File: config.mk
export PLATFORM = sky130hd
export DESIGN_NAME = multicycle_sequencer
export DESIGN_NICKNAME = d
export VERILOG_FILES = /design/src/rtl/cpu_pkg.sv /design/src/rtl/multicycle_sequencer_mem_watchdog.sv /design/src/rtl/multicycle_sequencer.sv
export SDC_FILE = /design/constraint.sdc
export NUM_CORES = 1
export LEC_CHECK = 0
export BUFFER_PORTS_ARGS = -buffer_cell sky130_fd_sc_hd__buf_2
export CAP_MARGIN = 5
export CORE_ASPECT_RATIO = 1.2
export CORE_MARGIN = 2
export CORE_UTILIZATION = 25
export DETAILED_ROUTE_END_ITERATION = 12
export GPL_TIMING_DRIVEN = 0
export PLACE_DENSITY = 0.46
export SYNTH_ARGS = -nofsm -noshare
export SYNTH_HDL_FRONTEND = slang
export SYNTH_SLANG_ARGS = --single-unit
export TNS_END_PERCENT = 50
File: constraint.sdc
create_clock -name clk -period 2.12 [get_ports clk]
set_input_delay 0.424 -clock clk [delete_from_list [all_inputs] [get_ports clk]]
set_output_delay 0.424 -clock clk [all_outputs]
set_load 0.005 [all_outputs]
File: src/rtl/cpu_pkg.sv
// Shared encodings for the multi-cycle control path: opcodes, FSM states,
// PC source selects and ALU function codes.
package cpu_pkg;

    localparam logic [3:0] OP_ADDI = 4'd8;
    localparam logic [3:0] OP_LW   = 4'd9;
    localparam logic [3:0] OP_SW   = 4'd10;
    localparam logic [3:0] OP_BEQ  = 4'd11;
    localparam logic [3:0] OP_JMP  = 4'd12;
    localparam logic [3:0] OP_NOP0 = 4'd13;
    localparam logic [3:0] OP_NOP1 = 4'd14;
    localparam logic [3:0] OP_HALT = 4'd15;

    localparam logic [3:0] ALU_ADD = 4'b0000;
    localparam logic [3:0] ALU_SUB = 4'b0001;

    typedef enum logic [2:0] {
        ST_IDLE   = 3'd0,
        ST_FETCH  = 3'd1,
        ST_DECODE = 3'd2,
        ST_EXEC   = 3'd3,
        ST_MEM    = 3'd4,
        ST_WB     = 3'd5,
        ST_HALT   = 3'd6,
        ST_ERR    = 3'd7
    } state_t;

    typedef enum logic [1:0] {
        PC_PLUS1  = 2'b00,
        PC_BRANCH = 2'b01,
        PC_JUMP   = 2'b10
    } pc_src_t;

    // R-type opcodes pass straight through as the ALU function; BEQ compares by subtraction.
    function automatic logic [3:0] alu_op_for(input logic [3:0] op);
        if (!op[3]) begin
            return op;
        end
        if (op == OP_BEQ) begin
            return ALU_SUB;
        end
        return ALU_ADD;
    endfunction

endpackage

File: src/rtl/multicycle_sequencer_mem_watchdog.sv
// Counts unanswered memory-request cycles; flags a timeout and latches a sticky bus error.
module mem_watchdog #(
    parameter int unsigned MEM_TIMEOUT = 15,
    parameter int unsigned CNTW        = 4
) (
    input  logic clk,
    input  logic rst,
    input  logic clear,
    input  logic busy,
    input  logic mem_ready,
    output logic timeout_c,
    output logic bus_err
);

    logic [CNTW-1:0] cnt_q;
    logic            stall;

    assign stall     = busy && !mem_ready;
    // The MEM_TIMEOUT-th stalled cycle is the last chance; ready on it still succeeds.
    assign timeout_c = stall && (cnt_q == CNTW'(MEM_TIMEOUT - 1));

    always_ff @(posedge clk) begin
        if (rst) begin
            cnt_q   <= '0;
            bus_err <= 1'b0;
        end else begin
            if (clear) begin
                cnt_q <= '0;
            end else if (stall && (cnt_q != '1)) begin
                cnt_q <= cnt_q + CNTW'(1);
            end
            if (timeout_c) begin
                bus_err <= 1'b1;
            end
        end
    end

endmodule

File: src/rtl/multicycle_sequencer.sv
// Multi-cycle FETCH/DECODE/EXEC/MEM/WB control FSM with a shared memory port
// and a watchdog that turns a hung access into a sticky bus error.
module multicycle_sequencer
    import cpu_pkg::*;
#(
    parameter int unsigned OPW         = 4,
    parameter int unsigned MEM_TIMEOUT = 15,
    parameter int unsigned CNTW        = 4
) (
    input  logic           clk,
    input  logic           rst,
    input  logic           run,
    input  logic [OPW-1:0] opcode,
    input  logic           zero,
    input  logic           mem_ready,
    output logic           mem_req,
    output logic           mem_we,
    output logic           mem_addr_sel,
    output logic           ir_write,
    output logic           pc_write,
    output logic [1:0]     pc_src,
    output logic [3:0]     ALU_op,
    output logic           ALU_src,
    output logic           reg_write,
    output logic           reg_dst,
    output logic           mem_reg,
    output logic           retire,
    output logic           bus_err,
    output logic [2:0]     state
);

    state_t     state_q;
    state_t     state_d;
    logic [3:0] op;
    logic       is_ls;
    logic       use_imm;
    logic       mem_busy;
    logic       wd_clear;
    logic       timeout_c;

    assign op      = 4'(opcode);
    assign is_ls   = (op == OP_LW) || (op == OP_SW);
    assign use_imm = (op == OP_ADDI) || is_ls;
    assign state   = state_q;

    assign mem_busy = (state_q == ST_FETCH) || (state_q == ST_MEM);
    assign wd_clear = ((state_d == ST_FETCH) || (state_d == ST_MEM)) && (state_d != state_q);

    mem_watchdog #(
        .MEM_TIMEOUT (MEM_TIMEOUT),
        .CNTW        (CNTW)
    ) u_watchdog (
        .clk       (clk),
        .rst       (rst),
        .clear     (wd_clear),
        .busy      (mem_busy),
        .mem_ready (mem_ready),
        .timeout_c (timeout_c),
        .bus_err   (bus_err)
    );

    always_ff @(posedge clk) begin
        if (rst) begin
            state_q <= ST_IDLE;
        end else begin
            state_q <= state_d;
        end
    end

    // Next-state and datapath strobes.
    always_comb begin
        state_d      = state_q;
        mem_req      = 1'b0;
        mem_we       = 1'b0;
        mem_addr_sel = 1'b0;
        ir_write     = 1'b0;
        pc_write     = 1'b0;
        pc_src       = PC_PLUS1;
        ALU_op       = ALU_ADD;
        ALU_src      = 1'b0;
        reg_write    = 1'b0;
        reg_dst      = 1'b0;
        mem_reg      = 1'b0;
        retire       = 1'b0;

        case (state_q)
            ST_IDLE: begin
                if (run) begin
                    state_d = ST_FETCH;
                end
            end
            ST_FETCH: begin
                mem_req = 1'b1;
                if (mem_ready) begin
                    ir_write = 1'b1;
                    pc_write = 1'b1;
                    pc_src   = PC_PLUS1;
                    state_d  = ST_DECODE;
                end else if (timeout_c) begin
                    state_d = ST_ERR;
                end
            end
            ST_DECODE: begin
                case (op)
                    OP_HALT: state_d = ST_HALT;
                    OP_JMP: begin
                        pc_write = 1'b1;
                        pc_src   = PC_JUMP;
                        retire   = 1'b1;
                    end
                    OP_NOP0, OP_NOP1: retire = 1'b1;
                    default: state_d = ST_EXEC;
                endcase
            end
            ST_EXEC: begin
                ALU_op  = alu_op_for(op);
                ALU_src = use_imm;
                if (op == OP_BEQ) begin
                    pc_write = zero;
                    pc_src   = zero ? PC_BRANCH : PC_PLUS1;
                    retire   = 1'b1;
                end else if (is_ls) begin
                    state_d = ST_MEM;
                end else begin
                    state_d = ST_WB;
                end
            end
            ST_MEM: begin
                mem_req      = 1'b1;
                mem_addr_sel = 1'b1;
                mem_we       = (op == OP_SW);
                ALU_op       = alu_op_for(op);
                ALU_src      = use_imm;
                if (mem_ready) begin
                    if (op == OP_SW) begin
                        retire = 1'b1;
                    end else begin
                        state_d = ST_WB;
                    end
                end else if (timeout_c) begin
                    state_d = ST_ERR;
                end
            end
            ST_WB: begin
                reg_write = 1'b1;
                reg_dst   = !op[3];
                mem_reg   = (op == OP_LW);
                retire    = 1'b1;
            end
            ST_HALT, ST_ERR: begin
                state_d = state_q;
            end
            default: state_d = ST_IDLE;
        endcase

        if (retire) begin
            state_d = run ? ST_FETCH : ST_IDLE;
        end

        // Reset mid-instruction must not let any strobe commit in that cycle.
        if (rst) begin
            state_d      = ST_IDLE;
            mem_req      = 1'b0;
            mem_we       = 1'b0;
            mem_addr_sel = 1'b0;
            ir_write     = 1'b0;
            pc_write     = 1'b0;
            pc_src       = PC_PLUS1;
            ALU_op       = ALU_ADD;
            ALU_src      = 1'b0;
            reg_write    = 1'b0;
            reg_dst      = 1'b0;
            mem_reg      = 1'b0;
            retire       = 1'b0;
        end
    end

endmodule
==> results.cfg, run 1 <==
[floorplanning]
die_x_um = 58.57
dieArea_um2 = 4070
chipHeight_um = 69.49
io_pins = 29
core.rowCount = 23
core-area_um2 = 3367
start_util_pct = 26.53

[clock_network]
cts_made_buffers = 3
cts_sinks = 8
cts_buffer_depth = 2
clkTransAtPathRegs_ps = 40
insertion_delay_ps = 220
h-tree-depth = 1
cts-root-buf = clkbuf_8
cts_tree = built

[global_routing]
grtUsageTotal_pct = 14.29
use_met2_pct = 24.84
grt_max_degree = 11
grt-busiest-layer = met2
use_met1_pct = 16.50
antenna_found_initial = 0
grt_pass1_wl_um = 4664
grtUsageMet3_pct = 1.866
grt_pass1_vias = 1026
overflow = 0

[timing]
holdWs_ps = 491.0
setup_violations = 0
rsz0062_at_grt = yes
min_period_ps = 2102
fmax_mhz = 475.8
drv_slew = 0
layout_setup_ws_ps = 18.38
hold_violations = 0
min_period_over_period_pct = 99.13
fin_worst_skew_ps = 5.309

[synthesis]
syn_nets = 135
ys_types = 44
yosysTopAreaCellShare_pct = 17.93
synth-warning-count = 0
ys.flop_type = dfxtp_1
synth_edf_count = 0
synth_top_cell_by_area = dfxtp_1
synthCells = 123
avgSynthCellArea_um2 = 7.263
yosysSeqAreaShare_pct = 17.93
synth_area_leaders = dfxtp_1, nor2b_1, ha_1
ys_ff_latch = 8
netlist_area_um2 = 893.4
async_flop_share_pct = 0

[run_status]
status = finished clean

[critical_path]
max_stage_delay_ps = 400
crit_chain = inv_2 > ha_4 > and3_4 > or3_4 > a211oi_4 > a21oi_2 > nor4_4 > nor4_1
cp_data_required_time_ps = 2210
end_kind = register
crit_arrival_ps = 2190
reg2reg_from = u_watchdog.cnt_q[0]
crit_fanout = 4
cp-start-kind = register
critPathKind = reg -> reg
crit_start = u_watchdog.cnt_q[0]
cpMaxStageDelayCell = or3_4

[route]
via_per_inst = 5.407
first_iter_violations = 45
drc = 0
via_count = 1103
wire_per_inst_um = 14.86
firstDrtPassIters = 4
postRouteAntennaNets = 0
routed_wl_um = 3031

[place]
preCtsSetupSlack_ps = -129.9
gp_congestion = 0.8458
portBuffers = 25
hpwl_um = 2103

[final_layout]
drive_gt1_share_pct = 48.50
nFillCells = 355
regArea_um2 = 170.2
mostFrequentLayoutCell = buf_2
insertedDiodeCount = 0
fin_nets = 181
multi_input_area_um2 = 777.0
final_cell_mix = buf_2, buf_4, nor2_1, nand2_1, nor3_1
area_growth_pct = 56.44

[power]
sw_frac_of_total_pct = 36.94
power_frac_seq_pct = 22.6
p_per_area_nw_per_um2 = 563.7
p_clk_share_pct = 22.7
power_switching_uw = 291.0
p_comb_share_pct = 54.7
vdd_ir_drop_max_uv = 440.5
p_leak_uw = 0.0006219
intPower_uw = 496.8

[worst_hold_path]
hold_class = reg -> reg
holdCritStartpoint = u_watchdog.bus_err

[run]
cap_viol_max_count = 0
[power by group through the flow]
stage	Sequential, uW	Clock, uW	Combinational (uW)
global placement	175	0	285
global route	180	195	468
CTS	175	187	351
finish	178	179	431
detailed placement	175	0	287
floorplan	175	0	211
[per-stage QoR]
step                      total power (uW)  utilization, %  TNS [ps]  std cells  instance area (um2)
after global routing                 842.6           41.51    -334.8        204                 1398
after detailed placement             462.5           31.62    -626.1        185                 1065
after floorplan                      386.2               -         0        123                893.4
after CTS                            713.4           36.64    -9.128        195                 1234
after global placement               460.5           31.62    -529.6        185                 1065
final                                787.9           41.51         0        204                 1398
[flip-flops by register name (all words and copies together) (netlist names)]
signal / flops
u_watchdog.cnt_q: 4
state: 3
u_watchdog.bus_err: 1
[worst max-delay path: cells and delay by family, from the launching register on]
family,cells,cell delay (ps)
simple gates,4,1060
compound gates,2,370
flops,1,340
fa+ha+maj,1,150
buf+inv,1,50
[synth_stat cells, drive strengths merged, types with 2 or more instances]
library cell / count
a21oi: 8
a221oi: 2
a31oi: 2
and3: 3
buf: 7
clkbuf: 2
dfxtp: 8
ha: 3
inv: 7
nand2: 10
nand2b: 6
nand3: 4
nand4: 2
nor2: 8
nor2b: 9
nor3: 8
nor3b: 3
nor4: 6
o21ai: 5
xnor2: 3
xor2: 2
[path summary, 6_finish.rpt]
kind,slack (ps),endpoint,cells after the start
max,20,u_watchdog.cnt_q[1],8
min,490,u_watchdog.bus_err,2
max reg2reg,20,u_watchdog.cnt_q[1],8
min reg2reg,490,u_watchdog.bus_err,2
[layout make-up]
type / count / share of cell area (%)
buffer: 8 / 5.103
clock buffer: 3 / 2.954
inverter: 7 / 2.149
multi-input combinational: 99 / 55.60
sequential: 8 / 12.18
tap: 37 / 3.312
timing repair buffer: 42 / 18.71
[logic make-up after synthesis]
| family | after synthesis | synth area share (%) |
|---|---|---|
| AND/OR/NAND/NOR | 67 | 43.98 |
| AO/OA/AOI/OAI | 23 | 19.61 |
| buffers and inverters | 16 | 8.964 |
| flip-flops | 8 | 17.93 |
| XOR/XNOR | 5 | 4.903 |
| adder cells (fa/ha/maj) | 3 | 4.202 |
| other | 1 | 0.4198 |
[timing repair]
action                     in CTS  in global routing
resized for setup              20                 28
setup buffers                   7                 10
pin swaps                       2                 13
hold buffers                    0                  0
setup endpoints to repair       9                 10
[layer usage]
layer | wire [um] | vias up | share of wire [%]
met2 | 1611 | 36 | 53
met4 | 64 | 0 | 2.1
met5 | 0 | - | 0
li1 | - | 527 | -
met1 | 1209 | 532 | 40
met3 | 145 | 8 | 4.8
Note: power is estimated with default switching activity, not from simulation.
==> inputs of run 2 (changes only) <==
REMOVE_ABC_BUFFERS = 1   (was not set)
SETUP_SLACK_MARGIN = 0.3   (was not set)
SKIP_CTS_REPAIR_TIMING = 1   (was not set)
==> results.cfg, run 2 (synthesis gave the netlist of run 1 again) <==
[global_routing]
overflow = 0
grt_max_degree = 21
grt_pass1_wl_um = 3995
grtUsageTotal_pct = 12.23
antenna_found_initial = 0
grt_pass1_vias = 871

[floorplanning]
die_x_um = 58.57
core.rowCount = 23
core-area_um2 = 3367
dieArea_um2 = 4070
chipHeight_um = 69.49
io_pins = 29
start_util_pct = 26.53

[power]
p_leak_uw = 0.0005755
vdd_ir_drop_max_uv = 438.7
p_per_area_nw_per_um2 = 569.5

[route]
drc = 0
wire_per_inst_um = 13.93
first_iter_violations = 41
via_count = 1004
via_per_inst = 5.122
routed_wl_um = 2731
postRouteAntennaNets = 0
firstDrtPassIters = 4

[clock_network]
cts_made_buffers = 3
cts_tree = built
insertion_delay_ps = 230
cts-root-buf = clkbuf_8
clkTransAtPathRegs_ps = 40
h-tree-depth = 1
cts_sinks = 8
cts_buffer_depth = 2

[final_layout]
mostFrequentLayoutCell = buf_2
top_register = u_watchdog.cnt_q
nFillCells = 368
fin_nets = 173
final-instance-count-excl-fill = 196
drive_gt1_share_pct = 45.91
final_cell_mix = buf_2, buf_4, nor2_1
area_growth_pct = 46.64
largest_reg_flops = 4
insertedDiodeCount = 0

[timing]
hold_violations = 0
drv_slew = 0
holdWs_ps = 469.4
min_period_ps = 2087
fin_worst_skew_ps = 2.417
min_period_over_period_pct = 98.45
rsz0062_at_grt = yes
fmax_mhz = 479.1
setup_violations = 0

[place]
hpwl_um = 1844
gp_congestion = 0.8142
dp_cells = 178
portBuffers = 27

[worst_hold_path]
hold_class = reg -> reg

[critical_path]
end_kind = output port
crit_arrival_ps = 1660
max_stage_delay_ps = 380
crit_fanout = 11
cp-start-kind = register
critPathKind = reg -> out
crit_chain = buf_4 > ha_4 > nand3b_1 > o32ai_4 > nor2b_1 > buf_2
cp_data_required_time_ps = 1700
cpMaxStageDelayCell = dfxtp_4

[run_status]
status = finished clean

[run]
cap_viol_max_count = 0
==> run 2: cell count changes in the layout (fill, tap and decap cells not counted), sizes merged <==
cell,change
clkbuf,+1
inv,+1
clkinvlp,-1
buf,-9
==> run 2: final timing paths <==
| path | start | end | slack (ps) | depth (start not counted) |
|---|---|---|---|---|
| max | state[1] | retire | 30 | 6 |
| min reg2reg | u_watchdog.bus_err | u_watchdog.bus_err | 470 | 2 |
| max reg2reg | u_watchdog.cnt_q[0] | u_watchdog.cnt_q[0] | 70 | 8 |
| min | u_watchdog.bus_err | u_watchdog.bus_err | 470 | 2 |
==> run 2: layout make-up <==
type	instances	area [um2]	area share, %
sequential	8	172.7	13.18
inverter	7	28.78	2.197
timing repair buffer	42	255.2	19.48
multi-input combinational	99	765.7	58.45
tap	37	46.29	3.534
clock buffer	3	41.29	3.152
==> run 2: worst max-delay path: cells and delay by family (launching register included) <==
| kind | cells | cell delay (ps) |
|---|---|---|
| flops | 1 | 380 |
| simple gates | 2 | 360 |
| buf+inv | 2 | 290 |
| compound gates | 1 | 160 |
| fa+ha+maj | 1 | 250 |
==> run 2: stage by stage <==
| stage | cell area, um2 | total power, uW | util (%) | setup WS, ps | setup TNS, ps |
|---|---|---|---|---|---|
| 6_report | 1310 | 746.1 | 38.91 | 32.79 | 0 |
| 5_1_grt | 1310 | 795.6 | 38.91 | -66.91 | -180.5 |
| 4_1_cts | 1062 | 629.5 | 31.55 | -373.2 | -3024 |
| 3_5_place_dp | 1021 | 441.6 | 30.32 | -226.6 | -1189 |
| 3_3_place_gp | 1021 | 440.1 | 30.32 | -267.8 | -1452 |
| 2_1_floorplan | 839.6 | 361.2 | - | 163.5 | 0 |
==> run 2: per-layer routing <==
layer,track usage [%],part of all wire [%],wire length [um],vias to the layer above
met3,1.119,4.9,134,2
li1,-,-,-,509
met5,0,0,0,-
met2,20.72,53,1444,25
met1,15.33,42,1136,468
met4,5.303,0.59,16,0
==> run 2: power by group <==
| part | total, uW | switching (uW) | internal (uW) |
|---|---|---|---|
| Sequential | 195 | 28.1 | 167 |
| Clock | 186 | 62.8 | 123 |
| Combinational | 365 | 190 | 174 |
| Total | 746 | 281 | 465 |
==> inputs of run 3 (changes only) <==
CORE_MARGIN = not set   (was 2)
SETUP_SLACK_MARGIN = 0.1   (was 0.3)
==> results.cfg, run 3 (synthesis gave the netlist of run 1 again) <==
[route]
wire_per_inst_um = 13.99
first_iter_violations = 16
postRouteAntennaNets = 0
via_per_inst = 5.138
via_count = 1043
drc = 0
firstDrtPassIters = 4
routed_wl_um = 2839

[global_routing]
grt_pass1_vias = 915
grt_pass1_wl_um = 3981
grtUsageTotal_pct = 13.19
overflow = 0
grt_max_degree = 21
antenna_found_initial = 0

[run_status]
status = finished clean

[clock_network]
insertion_delay_ps = 230
cts-root-buf = clkbuf_8
h-tree-depth = 1
clkTransAtPathRegs_ps = 40
cts_sinks = 8
cts_tree = built
cts_buffer_depth = 2
cts_made_buffers = 3

[final_layout]
area_growth_pct = 53.22
final-instance-count-excl-fill = 203
drive_gt1_share_pct = 48.19
top_register = u_watchdog.cnt_q
insertedDiodeCount = 0
largest_reg_flops = 4
final_cell_mix = buf_2, buf_4, nor2_1
nFillCells = 356
fin_nets = 180
mostFrequentLayoutCell = buf_2

[critical_path]
path_delay_family = flip-flops
crit_chain = inv_4 > buf_4 > ha_4 > nand3b_1 > o32ai_4 > nor2b_1 > buf_2
cpMaxStageDelayCell = dfxtp_4
crit_fanout = 5
end_kind = output port
crit_path_end = retire
r2r_end = u_watchdog.cnt_q[3]
max_stage_delay_ps = 380
reg2reg_from = u_watchdog.cnt_q[0]
reg2reg_slack_ps = 100
rr_worst_depth = 8
crit_start = state[2]
crit_arrival_ps = 1630
cp_data_required_time_ps = 1700
cp-start-kind = register
critPathKind = reg -> out
critical_path_cell_count = 7
cp_num_buf_inv = 3

[floorplanning]
io_pins = 29
dieArea_um2 = 3818
core.rowCount = 23
core-area_um2 = 3367
die_x_um = 56.57
chipHeight_um = 67.49
start_util_pct = 26.53

[power]
power_frac_seq_pct = 24.5
power_switching_uw = 291.7
p_clk_share_pct = 23.4
vdd_ir_drop_max_uv = 453.4
p_per_area_nw_per_um2 = 573.1
sw_frac_of_total_pct = 37.19
intPower_uw = 492.8
p_leak_uw = 0.0006178
p_comb_share_pct = 52.1

[timing]
hold_violations = 0
setup_violations = 0
min_period_over_period_pct = 96.69
fmax_mhz = 487.8
rsz0062_at_grt = yes
min_period_ps = 2050
drv_slew = 0
fin_worst_skew_ps = 1.426
setup_tns_ps = 0

[place]
gp_congestion = 0.7775
dp_cells = 178
hpwl_um = 1837
portBuffers = 27

[worst_hold_path]
hold_class = reg -> reg

[run]
cap_viol_max_count = 0
[run 3: cell type report]
cell class	count	area (um2)	share of cell area [%]
clock buffer	3	41.29	3.016
inverter	7	28.78	2.102
multi-input combinational	99	759.5	55.48
sequential	8	172.7	12.61
tap	37	46.29	3.382
timing repair buffer	49	320.3	23.40
[run 3: tightest hold or removal path: cells and delay by family, from the launching register on]
kind / cells / cell delay [ps]
simple gates: 1 / 70
compound gates: 1 / 40
flops: 1 / 310
[run 3: worst min path at each step]
stage                                  start                  to  slack, ps  cells past startpoint
after floorplan           u_watchdog.bus_err  u_watchdog.bus_err        460                      2
after global placement    u_watchdog.bus_err  u_watchdog.bus_err        450                      2
after detailed placement  u_watchdog.bus_err  u_watchdog.bus_err        460                      2
after CTS                 u_watchdog.bus_err  u_watchdog.bus_err        470                      2
after global routing      u_watchdog.bus_err  u_watchdog.bus_err        530                      2
final                     u_watchdog.bus_err  u_watchdog.bus_err        460                      2
[run 3: power groups by stage]
stage | clock network, uW | registers [uW] | logic (uW)
CTS | 189 | 204 | 236
global placement | 0 | 207 | 233
detailed placement | 0 | 207 | 235
finish | 183 | 193 | 409
global route | 194 | 195 | 440
floorplan | 0 | 197 | 164
[run 3: routing by layer]
layer / vias up / routed length [um] / GRT usage [%]
met1: 477 / 1150 / 14.91
met3: 8 / 121 / 1.916
met2: 32 / 1480 / 24.56
met4: 0 / 86 / 5.793
met5: - / 0 / 0
li1: 526 / - / -
[run 3: through the flow]
stage | setup slack, ps | area [um2] | util [%] | total power, uW | hold WS [ps]
after floorplan | 163.5 | 839.6 | - | 361.2 | 460.4
after global placement | -262.4 | 1021 | 30.32 | 439.9 | 447.0
after detailed placement | -208.4 | 1021 | 30.32 | 442.1 | 458.6
after CTS | -381.4 | 1062 | 31.55 | 629.7 | 468.4
after global routing | 0.7997 | 1369 | 40.65 | 829.1 | 525.2
final | 70.15 | 1369 | 40.65 | 784.5 | 459.3
